## src/rtl/regfile_write_arbiter_if.sv

```systemverilog
// Handshake bundle between the writeback/multdiv/decode side and the
// regfile write arbiter.
interface regfile_write_arbiter_if #(
    parameter int AW = 2
);
    logic          alu_valid;
    logic [4:0]    alu_rd;
    logic [31:0]   alu_data;
    logic          md_valid;
    logic [4:0]    md_rd;
    logic [31:0]   md_data;
    logic          md_ready;
    logic [4:0]    query_rd_a;
    logic [4:0]    query_rd_b;
    logic          query_pending_a;
    logic          query_pending_b;
    logic          ctrl_writeEnable;
    logic [4:0]    ctrl_writeReg;
    logic [31:0]   data_writeReg;
    logic [AW:0]   fifo_count;

    modport master (
        output alu_valid, alu_rd, alu_data,
        output md_valid, md_rd, md_data,
        output query_rd_a, query_rd_b,
        input  md_ready, query_pending_a, query_pending_b,
        input  ctrl_writeEnable, ctrl_writeReg, data_writeReg,
        input  fifo_count
    );

    modport slave (
        input  alu_valid, alu_rd, alu_data,
        input  md_valid, md_rd, md_data,
        input  query_rd_a, query_rd_b,
        output md_ready, query_pending_a, query_pending_b,
        output ctrl_writeEnable, ctrl_writeReg, data_writeReg,
        output fifo_count
    );
endinterface

```

## src/rtl/regfile_write_arbiter.sv

```systemverilog
// Sole regfile writer: ALU writeback wins the port, multdiv results queue
// in a small FIFO, stale queued writes are squashed on a newer ALU write.
module regfile_write_arbiter #(
    parameter int DEPTH = 4,
    parameter int AW    = 2
) (
    input logic clock,
    input logic ctrl_reset_n,
    regfile_write_arbiter_if.slave bus
);
    typedef struct packed {
        logic [4:0]  rd;
        logic [31:0] data;
    } mdEntry_t;

    localparam logic [AW:0] Full = (AW+1)'(DEPTH);

    mdEntry_t          entryQ [DEPTH];
    logic [DEPTH-1:0]  liveQ;
    logic [AW-1:0]     headQ;
    logic [AW-1:0]     tailQ;
    logic [AW:0]       countQ;

    logic              weQ;
    logic [4:0]        regQ;
    logic [31:0]       dataQ;

    logic              aluWr;
    logic              drain;
    logic              enq;
    logic              deq;
    logic              selWe;
    logic [4:0]        selRd;
    logic [31:0]       selData;
    logic              pendA;
    logic              pendB;

    assign aluWr = bus.alu_valid && (bus.alu_rd != 5'd0);
    assign drain = !aluWr && (countQ != '0);
    // md_ready comes from the registered count only, so a full FIFO
    // never accepts even when the head leaves in the same cycle.
    assign enq   = bus.md_valid && bus.md_ready && (bus.md_rd != 5'd0);

    assign bus.md_ready         = (countQ != Full);
    assign bus.fifo_count       = countQ;
    assign bus.ctrl_writeEnable = weQ;
    assign bus.ctrl_writeReg    = regQ;
    assign bus.data_writeReg    = dataQ;
    assign bus.query_pending_a  = pendA;
    assign bus.query_pending_b  = pendB;

    always_comb begin
        selWe   = 1'b0;
        selRd   = 5'd0;
        selData = 32'd0;
        deq     = 1'b0;
        unique case (1'b1)
            aluWr: begin
                selWe   = 1'b1;
                selRd   = bus.alu_rd;
                selData = bus.alu_data;
            end
            drain: begin
                deq = 1'b1;
                if (liveQ[headQ]) begin
                    selWe   = 1'b1;
                    selRd   = entryQ[headQ].rd;
                    selData = entryQ[headQ].data;
                end
            end
            default: ;
        endcase
    end

    always_comb begin
        pendA = weQ && (regQ == bus.query_rd_a);
        pendB = weQ && (regQ == bus.query_rd_b);
        for (int i = 0; i < DEPTH; i++) begin
            if (liveQ[i] && (entryQ[i].rd == bus.query_rd_a))
                pendA = 1'b1;
            if (liveQ[i] && (entryQ[i].rd == bus.query_rd_b))
                pendB = 1'b1;
        end
        if (bus.query_rd_a == 5'd0)
            pendA = 1'b0;
        if (bus.query_rd_b == 5'd0)
            pendB = 1'b0;
    end

    always_ff @(posedge clock or negedge ctrl_reset_n) begin
        if (!ctrl_reset_n) begin
            headQ  <= '0;
            tailQ  <= '0;
            countQ <= '0;
            liveQ  <= '0;
            weQ    <= 1'b0;
            regQ   <= 5'd0;
            dataQ  <= 32'd0;
            for (int i = 0; i < DEPTH; i++)
                entryQ[i] <= '0;
        end else begin
            weQ   <= selWe;
            regQ  <= selRd;
            dataQ <= selData;
            // Squash hits only entries already queued; the tail write
            // below comes later and so wins for a same-edge enqueue.
            if (aluWr) begin
                for (int i = 0; i < DEPTH; i++)
                    if (entryQ[i].rd == bus.alu_rd)
                        liveQ[i] <= 1'b0;
            end
            if (deq) begin
                liveQ[headQ] <= 1'b0;
                headQ        <= headQ + AW'(1);
            end
            if (enq) begin
                entryQ[tailQ] <= '{rd: bus.md_rd, data: bus.md_data};
                liveQ[tailQ]  <= 1'b1;
                tailQ         <= tailQ + AW'(1);
            end
            countQ <= countQ + (AW+1)'(enq) - (AW+1)'(deq);
        end
    end
endmodule

```

## src/flat_wrapper.sv

```systemverilog
// flat-port wrapper written by rule: the top's interface ports become plain ports
module regfile_write_arbiter_flat 
#(
    parameter int DEPTH = 4,
    parameter int AW    = 2
)
  (clock, ctrl_reset_n, bus_alu_valid, bus_alu_rd, bus_alu_data, bus_md_valid, bus_md_rd, bus_md_data, bus_query_rd_a, bus_query_rd_b, bus_md_ready, bus_query_pending_a, bus_query_pending_b, bus_ctrl_writeEnable, bus_ctrl_writeReg, bus_data_writeReg, bus_fifo_count);
  regfile_write_arbiter_if #(.AW(AW)) bus_i ();
  input logic clock;
  input logic ctrl_reset_n;
  input wire logic [$bits(bus_i.alu_valid)-1:0] bus_alu_valid;
  input wire logic [$bits(bus_i.alu_rd)-1:0] bus_alu_rd;
  input wire logic [$bits(bus_i.alu_data)-1:0] bus_alu_data;
  input wire logic [$bits(bus_i.md_valid)-1:0] bus_md_valid;
  input wire logic [$bits(bus_i.md_rd)-1:0] bus_md_rd;
  input wire logic [$bits(bus_i.md_data)-1:0] bus_md_data;
  input wire logic [$bits(bus_i.query_rd_a)-1:0] bus_query_rd_a;
  input wire logic [$bits(bus_i.query_rd_b)-1:0] bus_query_rd_b;
  output wire logic [$bits(bus_i.md_ready)-1:0] bus_md_ready;
  output wire logic [$bits(bus_i.query_pending_a)-1:0] bus_query_pending_a;
  output wire logic [$bits(bus_i.query_pending_b)-1:0] bus_query_pending_b;
  output wire logic [$bits(bus_i.ctrl_writeEnable)-1:0] bus_ctrl_writeEnable;
  output wire logic [$bits(bus_i.ctrl_writeReg)-1:0] bus_ctrl_writeReg;
  output wire logic [$bits(bus_i.data_writeReg)-1:0] bus_data_writeReg;
  output wire logic [$bits(bus_i.fifo_count)-1:0] bus_fifo_count;
  assign bus_i.alu_valid = bus_alu_valid;
  assign bus_i.alu_rd = bus_alu_rd;
  assign bus_i.alu_data = bus_alu_data;
  assign bus_i.md_valid = bus_md_valid;
  assign bus_i.md_rd = bus_md_rd;
  assign bus_i.md_data = bus_md_data;
  assign bus_i.query_rd_a = bus_query_rd_a;
  assign bus_i.query_rd_b = bus_query_rd_b;
  assign bus_md_ready = bus_i.md_ready;
  assign bus_query_pending_a = bus_i.query_pending_a;
  assign bus_query_pending_b = bus_i.query_pending_b;
  assign bus_ctrl_writeEnable = bus_i.ctrl_writeEnable;
  assign bus_ctrl_writeReg = bus_i.ctrl_writeReg;
  assign bus_data_writeReg = bus_i.data_writeReg;
  assign bus_fifo_count = bus_i.fifo_count;
  regfile_write_arbiter #(.DEPTH(DEPTH), .AW(AW)) u_core (.clock(clock), .ctrl_reset_n(ctrl_reset_n), .bus(bus_i));
endmodule
```

## config.mk

```make
export PLATFORM = sky130hd
export DESIGN_NAME = regfile_write_arbiter_flat
export DESIGN_NICKNAME = d
export VERILOG_FILES = /design/src/rtl/regfile_write_arbiter_if.sv /design/src/rtl/regfile_write_arbiter.sv /design/src/flat_wrapper.sv
export SDC_FILE = /design/constraint.sdc
export NUM_CORES = 1
export LEC_CHECK = 0
export ABC_AREA = 1
export BUFFER_PORTS_ARGS = -buffer_cell sky130_fd_sc_hd__buf_4
export CAP_MARGIN = 20
export CORE_MARGIN = 1.5
export CORE_UTILIZATION = 45
export CTS_CLUSTER_DIAMETER = 200
export CTS_CLUSTER_SIZE = 20
export DETAILED_ROUTE_END_ITERATION = 7
export MAX_ROUTING_LAYER = met4
export PLACE_DENSITY = 0.73
export SYNTH_ARGS = -nofsm -noshare
export SYNTH_HDL_FRONTEND = slang
export SYNTH_SLANG_ARGS = --single-unit
export TNS_END_PERCENT = 5
```

## constraint.sdc

```tcl
create_clock -name clock -period 2.3 [get_ports clock]
set_clock_uncertainty 0.15 [all_clocks]
set_input_delay 0.115 -clock clock [delete_from_list [all_inputs] [get_ports clock]]
set_output_delay 0.115 -clock clock [all_outputs]
set_load 0.02 [all_outputs]
```

==> reports/metrics.cfg <==
[status]
outcome=completed

[sta]
hold_viol=0
period_needed_ps=2201
max_slew_margin=0.6593
fmax_mhz=454.4
rsz0062_at_grt=true
worst_slew_pin_slew_ps=510.3
final.setup.worst_slack_ps=99.33
tns_ps=0
finalSetupViolCount=0
fin_crit_sh=0.9568
final_max_slew_viol_count=0
whs_ps=27.09

[clock_tree]
root_buffer=clkbuf_16
cts_sinks=197
tritoncts=done
clk_pin_slew_worst_paths_ps=70
numCtsBuffers=17
htree_levels=4
clk_path_buf_depth=2
clkLatencyLatePin_ps=440

[worst_setup_path]
path_class=in2reg
ff2ff_setup_slack_ps=140
worstPathArrival_ps=2370
required_ps=2470
r2r-end=u_core.bus.fifo_count[2]
path_max_fanout=5
critPathCaptureType=flip-flop
start_kind=primary input
r2r_start=u_core.bus.fifo_count[1]
ff2ff_path_depth=11

[floorplan]
start_util=0.4624
ioPinCount=132
die_w_um=150.7
core_um2=21220
rows=53
die_h_um=150.7
dieArea_um2=22700

[cells_and_area]
post-route-util=0.5880
antenna_cells=0
drive_gt1_frac=0.1765
syn_to_final_growth_pct=27.17
fin_nets=1463
nFillCells=1879
stdcell_area_um2=12480

[yosys]
synth_seq_area_share=0.5024
async_flop_share=1.000
synth_most_common_cell=nand2_1
synth.area.top_cells=dfrtp_1 (50%), nand2_1 (12%), o21ai_0 (8.5%), o21ai_1 (4.3%), nor2_1 (4.2%)
yosysUniqueCellTypes=33
synth_common_cells=nand2_1 (311), dfrtp_1 (197), o21ai_0 (166)
synth_ff_type=dfrtp_1
ys_seq_elements=197
ys_warn_count=0
syn_inst=1178
synth_top_area_cell=dfrtp_1
synth_area_um2=9812
syn_area_per_cell_um2=8.329
netlist.area_leader.share=0.5024
synth-edff-count=0
synth_nets=1277

[detailed_routing]
vias=8607
drt_pass1_iterations=5
drt_wl_total_mm=27.27
wl_per_cell_um=16.50
drt-initial-drc-count=617
viasPerCell=5.210
drc=0
antenna_left=0

[grt]
antenna_found_initial=0
grt.met3_usage=0.03576
grt_overflow_total=0
grt_use_met1=0.3359
grt_pass1_vias=8508
use_met2=0.4264
grt_pass1_wl_mm=44.26
grt_max_degree=67
grt_use_total=0.2605
grt_busiest_layer=met2

[flow_run]
drv_cap=0

[place]
dp_slack_ps=98.26
portBuffers=131
dpl.hpwl_mm=17.36
placed_area_um2=11030
place_congestion=0.9823

[min_path]
hold_start=bus_md_valid
min_path_cells=4
hold_end=u_core.tailQ[0]
hold_class=in2reg

[power]
cellInternalPower_w=0.009593
p_clk_frac=0.195
switchingPower_w=0.006591
powerDensity_nw_per_um2=1297
p_comb_frac=0.435
switching_share=0.4073
power.leakage_nw=6.139
pwr-share-seq=0.370
ir_drop_uv=688.5

layer usage:
layer | wire length, um | share of wire | vias up
li1 | - | - | 4188
met1 | 11790 | 0.43 | 4120
met2 | 13650 | 0.50 | 263
met3 | 1244 | 0.046 | 36
met4 | 582 | 0.021 | 0
met5 | 0 | 0 | -
critical path, stage by stage:
cell	delay [ps]
dlygate4sd3_1	540
buf_4	170
inv_2	90
nand4_4	130
nand2_8	120
nand2_4	80
clkinv_8	50
ha_1	210
inv_1	60
ha_1	130
inv_1	50
fa_2	350
xnor2_2	140
xor2_1	150
kinds of logic after synthesis:
| logic type | after synthesis | synth area share |
|---|---|---|
| xor gates and xnor gates | 21 | 0.01874 |
| AOI/OAI and AO/OA | 326 | 0.1915 |
| and+or+nand+nor | 465 | 0.1912 |
| adders and majority gates | 11 | 0.01479 |
| buffers and inverters | 158 | 0.08136 |
| DFF | 197 | 0.5024 |
power by group through the flow:
| stage | Sequential, W | Clock [W] | Combinational [W] |
|---|---|---|---|
| after floorplan | 0.00606 | 0 | 0.00467 |
| after global placement | 0.00596 | 0 | 0.00677 |
| after detailed placement | 0.00600 | 0 | 0.00691 |
| after CTS | 0.00596 | 0.00321 | 0.00706 |
| after global routing | 0.00616 | 0.00336 | 0.00793 |
| final | 0.00599 | 0.00315 | 0.00704 |
through the flow:
stage,instances,total power [W]
after floorplan,1178,0.01073
after global placement,1538,0.01273
after detailed placement,1538,0.01291
after CTS,1647,0.01623
after global routing,1652,0.01745
final,1652,0.01618
timing repair:
item / in CTS / in global routing
resized for setup: 0 / 5
hold buffers: 77 / 0
setup endpoints to repair: 0 / 1
endpoints found under the hold margin: 384 / 0
buffers inserted: 0 / 5
layout by cell type (no fill, tap or decap), types with 5 or more instances in the layout:
| master | Yosys | final |
|---|---|---|
| a21oi_1 | 14 | 14 |
| buf_12 | 0 | 12 |
| buf_4 | 12 | 146 |
| clkbuf_16 | 0 | 17 |
| dfrtp_1 | 197 | 196 |
| dlygate4sd3_1 | 0 | 77 |
| ha_1 | 10 | 10 |
| inv_1 | 78 | 78 |
| nand2_1 | 311 | 311 |
| nand2_2 | 5 | 5 |
| nand3_1 | 24 | 24 |
| nor2_1 | 109 | 109 |
| nor3_1 | 8 | 8 |
| o21ai_0 | 166 | 166 |
| o21ai_1 | 84 | 84 |
| o21ai_2 | 26 | 26 |
| o22a_1 | 32 | 32 |
| xor2_1 | 17 | 17 |
sequential cells by signal, summed over array words and instances (netlist names):
signal                       count
u_core.headQ                     2
u_core.entryQ                  148
u_core.liveQ                     4
u_core.bus.fifo_count            3
u_core.bus.ctrl_writeReg         5
u_core.tailQ                     2
u_core.bus.data_writeReg        32
u_core.bus.ctrl_writeEnable      1
worst max-delay path by stage:
stage	startpoint	to	slack [ps]
2_1_floorplan	u_core.bus.fifo_count[2]	u_core.bus.fifo_count[2]	0.9
3_3_place_gp	u_core.bus.fifo_count[1]	u_core.bus.fifo_count[2]	120
3_5_place_dp	u_core.bus.fifo_count[0]	u_core.bus.fifo_count[2]	100
4_1_cts	bus_alu_rd[0]	u_core.bus.fifo_count[2]	40
5_1_grt	bus_alu_rd[2]	u_core.bus.fifo_count[2]	2
6_report	bus_alu_rd[2]	u_core.bus.fifo_count[2]	100
layout make-up:
type                            count  area [um2]  area share
Sequential cell                   197        4931      0.3952
Multi-Input combinational cell    823        4094      0.3281
Timing Repair Buffer              238        2143      0.1718
Clock buffer                       23       478.0     0.03830
Inverter                           87       347.8     0.02788
Tap cell                          275       344.1     0.02757
Clock inverter                      9       140.1     0.01123
Note: power is estimated with default switching activity, not from simulation.
